==> src/rtl/water_led_top.sv <==
// Running-light LED demo: one-hot walk over 8 LEDs plus colour cycling on four RGB LEDs.
// Define WATER_LED_BOUNCE_EN for ping-pong walking instead of rotate-left with wrap.
module water_led_top #(
  parameter int STEP_CYCLES = 25_000_000,
  parameter int CNT_W       = 25
) (
  input  logic       clk,
  input  logic       rst,
  output logic [7:0] led,
  output logic [2:0] ld1,
  output logic [2:0] ld2,
  output logic [2:0] ld3,
  output logic [2:0] ld4
);

  localparam logic [CNT_W-1:0] CNT_LAST = CNT_W'(STEP_CYCLES - 1);

  logic [CNT_W-1:0] cnt_q, cnt_d;
  logic             tick_s;
  logic [7:0]       led_q, led_d;
  logic [2:0]       c_q, c_d;
  logic [2:0]       ld1_q, ld2_q, ld3_q, ld4_q;
`ifdef WATER_LED_BOUNCE_EN
  logic             dir_q, dir_d;
`endif

  // Colour for RGB LED at offset off from index c, staying inside 1..7.
  function automatic logic [2:0] col_map(input logic [2:0] c, input logic [2:0] off);
    logic [3:0] s;
    s = {1'b0, c} + {1'b0, off};
    if (s > 4'd7) begin
      s = s - 4'd7;
    end else begin
      s = s;
    end
    return s[2:0];
  endfunction

  // Prescaler: one tick per STEP_CYCLES clocks.
  always_comb begin
    cnt_d  = cnt_q + CNT_W'(1);
    tick_s = 1'b0;
    if (cnt_q == CNT_LAST) begin
      cnt_d  = '0;
      tick_s = 1'b1;
    end else begin
      tick_s = 1'b0;
    end
  end

  // Next LED position and colour index; colour moves when the walk returns to LED 0.
  always_comb begin
    led_d = led_q;
    c_d   = c_q;
`ifdef WATER_LED_BOUNCE_EN
    dir_d = dir_q;
`endif
    if (tick_s) begin
`ifdef WATER_LED_BOUNCE_EN
      if (dir_q) begin
        led_d = {1'b0, led_q[7:1]};
      end else begin
        led_d = {led_q[6:0], 1'b0};
      end
      if (led_d == 8'h80) begin
        dir_d = 1'b1;
      end else if (led_d == 8'h01) begin
        dir_d = 1'b0;
      end else begin
        dir_d = dir_q;
      end
`else
      led_d = {led_q[6:0], led_q[7]};
`endif
      if (led_d == 8'h01) begin
        c_d = (c_q == 3'd7) ? 3'd1 : (c_q + 3'd1);
      end else begin
        c_d = c_q;
      end
    end else begin
      led_d = led_q;
    end
  end

  // State and registered outputs; RGB values follow c in the same cycle.
  always_ff @(posedge clk) begin
    if (rst) begin
      cnt_q <= '0;
      led_q <= 8'h01;
      c_q   <= 3'd1;
      ld1_q <= 3'b001;
      ld2_q <= 3'b010;
      ld3_q <= 3'b011;
      ld4_q <= 3'b100;
`ifdef WATER_LED_BOUNCE_EN
      dir_q <= 1'b0;
`endif
    end else begin
      cnt_q <= cnt_d;
      led_q <= led_d;
      c_q   <= c_d;
      ld1_q <= col_map(c_d, 3'd0);
      ld2_q <= col_map(c_d, 3'd1);
      ld3_q <= col_map(c_d, 3'd2);
      ld4_q <= col_map(c_d, 3'd3);
`ifdef WATER_LED_BOUNCE_EN
      dir_q <= dir_d;
`endif
    end
  end

  assign led = led_q;
  assign ld1 = ld1_q;
  assign ld2 = ld2_q;
  assign ld3 = ld3_q;
  assign ld4 = ld4_q;

endmodule

==> config.mk <==
export PLATFORM = sky130hd
export DESIGN_NAME = water_led_top
export DESIGN_NICKNAME = d
export VERILOG_FILES = /design/src/rtl/water_led_top.sv
export SDC_FILE = /design/constraint.sdc
export NUM_CORES = 1
export LEC_CHECK = 0
export CAP_MARGIN = 15
export CORE_MARGIN = 5
export CORE_UTILIZATION = 50
export CTS_BUF_LIST = sky130_fd_sc_hd__clkbuf_4 sky130_fd_sc_hd__clkbuf_8
export DETAILED_ROUTE_END_ITERATION = 8
export DONT_BUFFER_PORTS = 1
export PLACE_DENSITY = 0.69
export SYNTH_ARGS = -nofsm -noshare
export SYNTH_HDL_FRONTEND = slang
export SYNTH_SLANG_ARGS = --single-unit
==> constraint.sdc <==
create_clock -name clk -period 8.51 [get_ports clk]
set_clock_uncertainty 0.1 [all_clocks]
set_input_delay 1.702 -clock clk [delete_from_list [all_inputs] [get_ports clk]]
set_output_delay 1.702 -clock clk [all_outputs]
set_load 0.005 [all_outputs]
==> results of run 1 <==
[sequential cells by signal, indices dropped and copies added (netlist names)]
name / cells
ld4: 3
ld2: 3
ld1: 3
ld3: 3
cnt_q: 25
c_q: 2
led: 8
[cell usage after synthesis, drive strengths merged (4+ instances only)]
cell type  count  area share, %
dfxtp         47             44
nor3           4           0.94
nand4          8            2.3
nand2          8            1.4
clkbuf         6            1.1
ha            10            5.9
mux2i          9            4.4
nand3         12            2.8
nand2b         4            1.2
xnor2          6            2.5
nor2          41            7.2
inv            8            1.4
xor2          19            7.8
a21oi          4           0.94
[layout make-up]
cell class              count  area [µm²]  area share (%)
clock buffers               5        68.8            3.08
clock inverters             3        15.0           0.671
inverters                   8        30.0            1.34
multi-input cells         160        1120            50.1
flip-flops and latches     47         941            42.1
well taps                  50        62.6            2.80
[worst max-delay path, delay by kind of cell (launching register included)]
kind / cells / cell delay (ps)
flip-flops: 1 / 400
adder cells (fa/ha/maj): 2 / 550
XOR/XNOR: 1 / 170
buffers and inverters: 2 / 320
AND/OR/NAND/NOR: 5 / 1760
AO/OA/AOI/OAI: 1 / 140
multiplexers: 2 / 440
[metal layers]
layer | wire length [µm] | vias up
met1 | 1890 | 632
met4 | 34 | 0
li1 | - | 764
met2 | 1440 | 15
met5 | 0 | -
met3 | 124 | 4
[cell families after synthesis]
family / count (synthesis) / synth area share, %
buf+inv: 17 / 3.57
xor+xnor: 25 / 10.2
flops: 47 / 44.0
simple gates: 97 / 23.9
fa+ha+maj: 10 / 5.85
mux: 12 / 6.32
compound gates: 16 / 6.09
[worst max-delay path by stage]
stage / cells past startpoint / slack, ps / end / from
after global placement: 13 / 4720 / ld4[2] / cnt_q[0]
after global routing: 13 / 4180 / ld4[2] / cnt_q[0]
after CTS: 13 / 4580 / ld4[2] / cnt_q[0]
after detailed placement: 13 / 4610 / ld4[2] / cnt_q[0]
final: 13 / 4550 / ld4[2] / cnt_q[0]
after floorplan: 15 / 5050 / ld4[2] / cnt_q[0]
[power by group through the flow]
stage               clock, mW  sequential [mW]  combinational [mW]
floorplan                   0            0.227             0.00502
global placement            0            0.227             0.00452
detailed placement          0            0.227             0.00443
CTS                     0.133            0.222             0.00443
global route            0.139            0.222             0.00480
finish                  0.125            0.222             0.00440
==> results.md, run 1 <==
- Reg2Reg Depth: 13
- Vias: 1,415
- Met1 Track Usage GR: 19.5%
- Post-Syn Area: 2140 µm²
- Overall power: 352 µW
- Die ar.: 5680 µm²
- CTS resizes: 0
- Busiest grt layer: met1
- Worst skew pair latency: 290 ps
- DR iter-0 viols: 94
- Yosys reg bits: between 40 and 50
- Gr ovfl total: 0
- Total GRT Usage: 13.0%
- Post CTS Setup Buffer Count: 0
- Number of synthesis warnings: 0
- Seq/Total Area, Yosys: 44.0%
- Synthesized net count: 236
- Drt drc: 0
- FMAX: 0.252 GHz
- FF-to-FF Start: cnt_q[0]
- Ys flop type: dfxtp_1
- Syn avg cell area: 9.54 µm²
- Number of synthesized flops with an enable pin: 0
- Endpoints failing hold: 0
- Critical path arrival: 4090 ps
- First-pass GRT wire length: ~5700 µm
- Sw Pwr: 73.0 µW
- Total CTS buffers: 5
- Vias per std cell: 5.18
- Worst Setup Start Kind: register
- Vias in the first global route: 1,212
- Starting Density: between 50% and 60%
- Hold crit path type: register to register
- Hold_sp: cnt_q[0]
- Worst-path clk slew: 80 ps
- Antenna violations before repair: 0
- Final Non-Filler Cells: 273
- Min Hold Slack: 383 ps
- Routed wire length per instance: 12.8 µm
- CTS sink count: 47
- Post-route setup TNS: 0 ps
- DIE HEIGHT: around 75 µm
- Combinational Power Share: 1.3%
- IO buf count: 0
- Routed Wire Length: 3490 µm
- CP max FO: 9
- DP Area: 2150 µm²
- Largest net degree at the start of global routing: 26
- Die W: 75.4 µm
- Worst-path cell chain: ha_1, and2_1, nand4_1, or3_1, mux2i_2, inv_1, ha_1, inv_1, or4b_2, nor4_1, a21o_1, xor2_1, mux2i_1
- Hold EP: cnt_q[0]
- Worst-margin pin slew: around 930 ps
- RSZ-0062 raised after global routing: false
- Fin crit share: between 40% and 50%
- CTS tree: built
- Number of I/O pins: 22
- Share of cells above drive strength 1: 7.62%
- Power share of the clock group: between 30% and 40%
- Required @ worst endpoint: 8640 ps
- Asr flop ratio synth: 0%
- Count of pins over their slew limit: 0
- IR drop worst, VDD: 0.000118 V
- Int Power: 279 µW
- Number of max-cap violations: 0
- Relative slew margins: 38.3%
- WS Path Type: register to register
- Core box area: 4060 µm²
- DP Wirelength: 2450 µm
- Most frequent cells in the layout: dfxtp_1 (47), nor2_1 (41), xor2_1 (19)
- Flop pwr share: 63.2%
- First-pass iteration count of the detailed router: 4
- Final instance area: 2240 µm²
- Flop2flop setup slack: roughly 4500 ps
- Area growth, synth to finish: 4.68%
- # placed instances: around 270
- Pwr dens: 157 nW/µm²
- ANT cells: 0
- NumNets Final: about 230
- Commonest non-fill, non-tap cell in the layout: dfxtp_1
- Fill count: 348
- Final min period: about 4000 ps
- Hold bufs inserted after CTS: 0
- Finished Core Util: 55.1%
- Worst stage delay on the critical path: 640 ps
- CP endpoint kind: register
- CTS H-tree lvls: 2
- Synthesized instance count: about 220
- GP Congestion: 0.819
- Post-route ant nets: 0
- Row cnt: 23
- Terminus of the critical flop-to-flop path: ld4[2]
- Switch share: about a fifth
- CP max stage cell: or4b_2
- PnR worst setup slack: 4550 ps
- Met3 usage: 3.69%
- CTS Buffer Depth: 2
- Status: complete, no violations
- Min-Delay Path Depth: 1
- Worst slack, placed: 4610 ps
- Root Driver: clkbuf_8
- Leak: 0.935 nW
- Yosys cell types: 41
- Grt met2 use: between 10% and 20%
- Setup violators final: 0
(Power assumes the default switching activity.)
==> run 2: changes to the inputs <==
Clock period 8.51 ns to 3.87 ns, I/O delays scaled along.
==> run 2 against run 1 <==
Compared with the run above:
- sequential cell count did not move
- register-to-register slack got worse by 4200 ps
- sequential share of layout area fell by 1.0 points
- final area rose by 2.5%
- total power rose by 140%
- count of clock-buffer cells in the layout did not move
==> results.md, run 2 (synthesis results as in run 1) <==
- Die ar.: 5680 µm² (unchanged)
- Power share of the clock group: 41.6% (+6.0 points)
- CP endpoint kind: register
- First-pass GRT wire length: 5890 µm (+3.1%)
- CTS tree: built
- CP max stage cell: or4b_2
- Routed Wire Length: 3500 µm (+0.20%)
- DR iter-0 viols: 66 (-30%)
- WS Path Type: register to register
- Most frequent cells in the layout: dfxtp_1 (47), nor2_1 (41), xor2_1 (19)
- Vias in the first global route: 1,326 (+9.4%)
- Leak: 0.957 nW (+2.3%)
- NumNets Final: 236 (+0.85%)
- CP max FO: 7 (-2)
- Row cnt: 23 (unchanged)
- Final min period: 3520 ps (-441 ps)
- Terminus of the critical flop-to-flop path: ld4[2]
- Commonest non-fill, non-tap cell in the layout: dfxtp_1
- Number of max-cap violations: 0 (unchanged)
- Critical path arrival: 3650 ps (-440 ps)
- DIE HEIGHT: 75.4 µm (unchanged)
- Total GRT Usage: 13.6% (+0.67 points)
- Reg with most FFs: cnt_q
- Worst skew pair latency: 300 ps (about the same)
- Core box area: 4060 µm² (unchanged)
- Reg2Reg Depth: 13 (unchanged)
- Area growth, synth to finish: 7.26%
- Fin crit share: 91.0% (+44 points)
- Setup violators final: 0 (unchanged)
- Vias: 1,471 (+4.0%)
- Share of cells above drive strength 1: 9.33% (+1.7 points)
- ANT cells: 0 (unchanged)
- IO buf count: 0 (unchanged)
- Sw Pwr: 171 µW (+130%)
- Post-route setup TNS: 0 ps (unchanged)
- Worst-path cell chain: ha_1, and2_1, nand4_1, or3_4, mux2i_2, inv_1, ha_1, inv_1, or4b_2, nor4_2, a21o_1, xor2_1, mux2i_1
- Worst-path clk slew: 80 ps (about the same)
- Worst stage delay on the critical path: 610 ps (-30 ps)
- First-pass iteration count of the detailed router: 4 (unchanged)
- Largest net degree at the start of global routing: 26 (unchanged)
- PnR worst setup slack: 348 ps (-4200 ps)
- Status: complete, no violations
- Vias per std cell: 5.35 (+3.2%)
- Required @ worst endpoint: 4000 ps (-4640 ps)
- FMAX: 0.284 GHz (+13%)
- Gr ovfl total: 0 (unchanged)
- Top delay family on crit path: simple AND/OR/NAND/NOR gates
- Total CTS buffers: 5 (unchanged)
- Starting Density: 52.7% (unchanged)
- Overall power: 853 µW (+140%)
- Routed wire length per instance: 12.7 µm (-0.53%)
- DP Wirelength: 2490 µm (+1.8%)
- Number of I/O pins: 22 (unchanged)
- Worst Setup Start Kind: register
- Min Hold Slack: 383 ps (+0.0630 ps)
- FF-to-FF Start: cnt_q[0]
- GP Congestion: 0.754 (-7.9%)
- Count of pins over their slew limit: 0 (unchanged)
- IR drop worst, VDD: 0.000453 V (+280%)
- Flop pwr share: 57.3% (-5.9 points)
- Hold crit path type: register to register
- Worst-margin pin slew: 905 ps (-19.8 ps)
- Hold_sp: cnt_q[0]
- CTS sink count: 47 (unchanged)
- Post-route ant nets: 0 (unchanged)
- Drt drc: 0 (unchanged)
- Switch share: 20.1% (-0.69 points)
- Min-Delay Path Depth: 1 (unchanged)
- Flop2flop setup slack: 350 ps (-4200 ps)
- Crit path depth: 13 (unchanged)
- Die W: 75.4 µm (unchanged)
- Int Power: 682 µW (+140%)
- Pwr dens: 372 nW/µm² (+140%)
- Worst Path Buf+Inv: 2 (unchanged)
- CTS Buffer Depth: 2 (unchanged)
- CTS H-tree lvls: 2 (unchanged)
- Largest register FFs: 25 (unchanged)
- Hold bufs inserted after CTS: 0 (unchanged)
- RSZ-0062 raised after global routing: false
- Hold EP: cnt_q[0]
- Relative slew margins: 39.6% (+1.3 points)
- Combinational Power Share: 1.1% (-0.2 points)
- Root Driver: clkbuf_8
- Antenna violations before repair: 0 (unchanged)
- Worst slack, placed: 268 ps (-4340 ps)
- Endpoints failing hold: 0 (unchanged)
-- run 2: how the worst max path moves through the flow --
stage / from / to / slack, ps
finish: cnt_q[0] / ld4[2] / 350
global route: cnt_q[0] / ld4[2] / 80
CTS: cnt_q[0] / ld4[2] / 220
detailed placement: cnt_q[0] / ld4[2] / 270
global placement: cnt_q[0] / ld4[2] / 350
floorplan: cnt_q[0] / ld4[2] / 410
-- run 2: worst register-to-register path: stages (launching register included) --
cell     delay (ps)
dfxtp_1         390
ha_1            220
and2_1          160
nand4_1         210
or3_4           490
mux2i_2         230
inv_1           150
ha_1            180
inv_1            50
or4b_2          610
nor4_2          150
a21o_1          130
xor2_1          180
mux2i_1         210
-- run 2: timing repair --
item | in CTS | in global routing
buffers inserted | 0 | 0
gates resized for setup | 0 | 2
setup endpoints to repair | 0 | 1
-- run 2: through the flow --
| stage | util (%) | std cells | cell area [µm²] |
|---|---|---|---|
| 6_report | 56.5 | 275 | 2290 |
| 5_1_grt | 56.5 | 275 | 2290 |
| 3_3_place_gp | 53.4 | 267 | 2170 |
| 3_5_place_dp | 53.4 | 267 | 2170 |
| 4_1_cts | 56.2 | 275 | 2280 |
| 2_1_floorplan | - | 224 | 2140 |
-- run 2: area by class of cell --
class | count | area (µm²)
Sequential cell | 47 | 941
Tap cell | 50 | 62.6
Inverter | 8 | 30.0
Timing Repair Buffer | 2 | 15.0
Fill cell | 354 | 1770
Clock buffer | 5 | 68.8
Clock inverter | 3 | 43.8
Multi-Input combinational cell | 160 | 1130
-- run 2: power groups by stage --
stage / Sequential (mW) / Combinational, mW / Clock [mW]
after floorplan: 0.499 / 0.0110 / 0
after global placement: 0.500 / 0.00986 / 0
after detailed placement: 0.500 / 0.0100 / 0
after CTS: 0.488 / 0.0101 / 0.365
after global routing: 0.489 / 0.0110 / 0.390
final: 0.488 / 0.00976 / 0.355
-- run 2: metal layers --
layer  routed length, µm  GRT usage, %
met5                   0             0
met1                1730          18.3
met2                1550          20.0
met4                  63          6.41
met3                 157          4.09
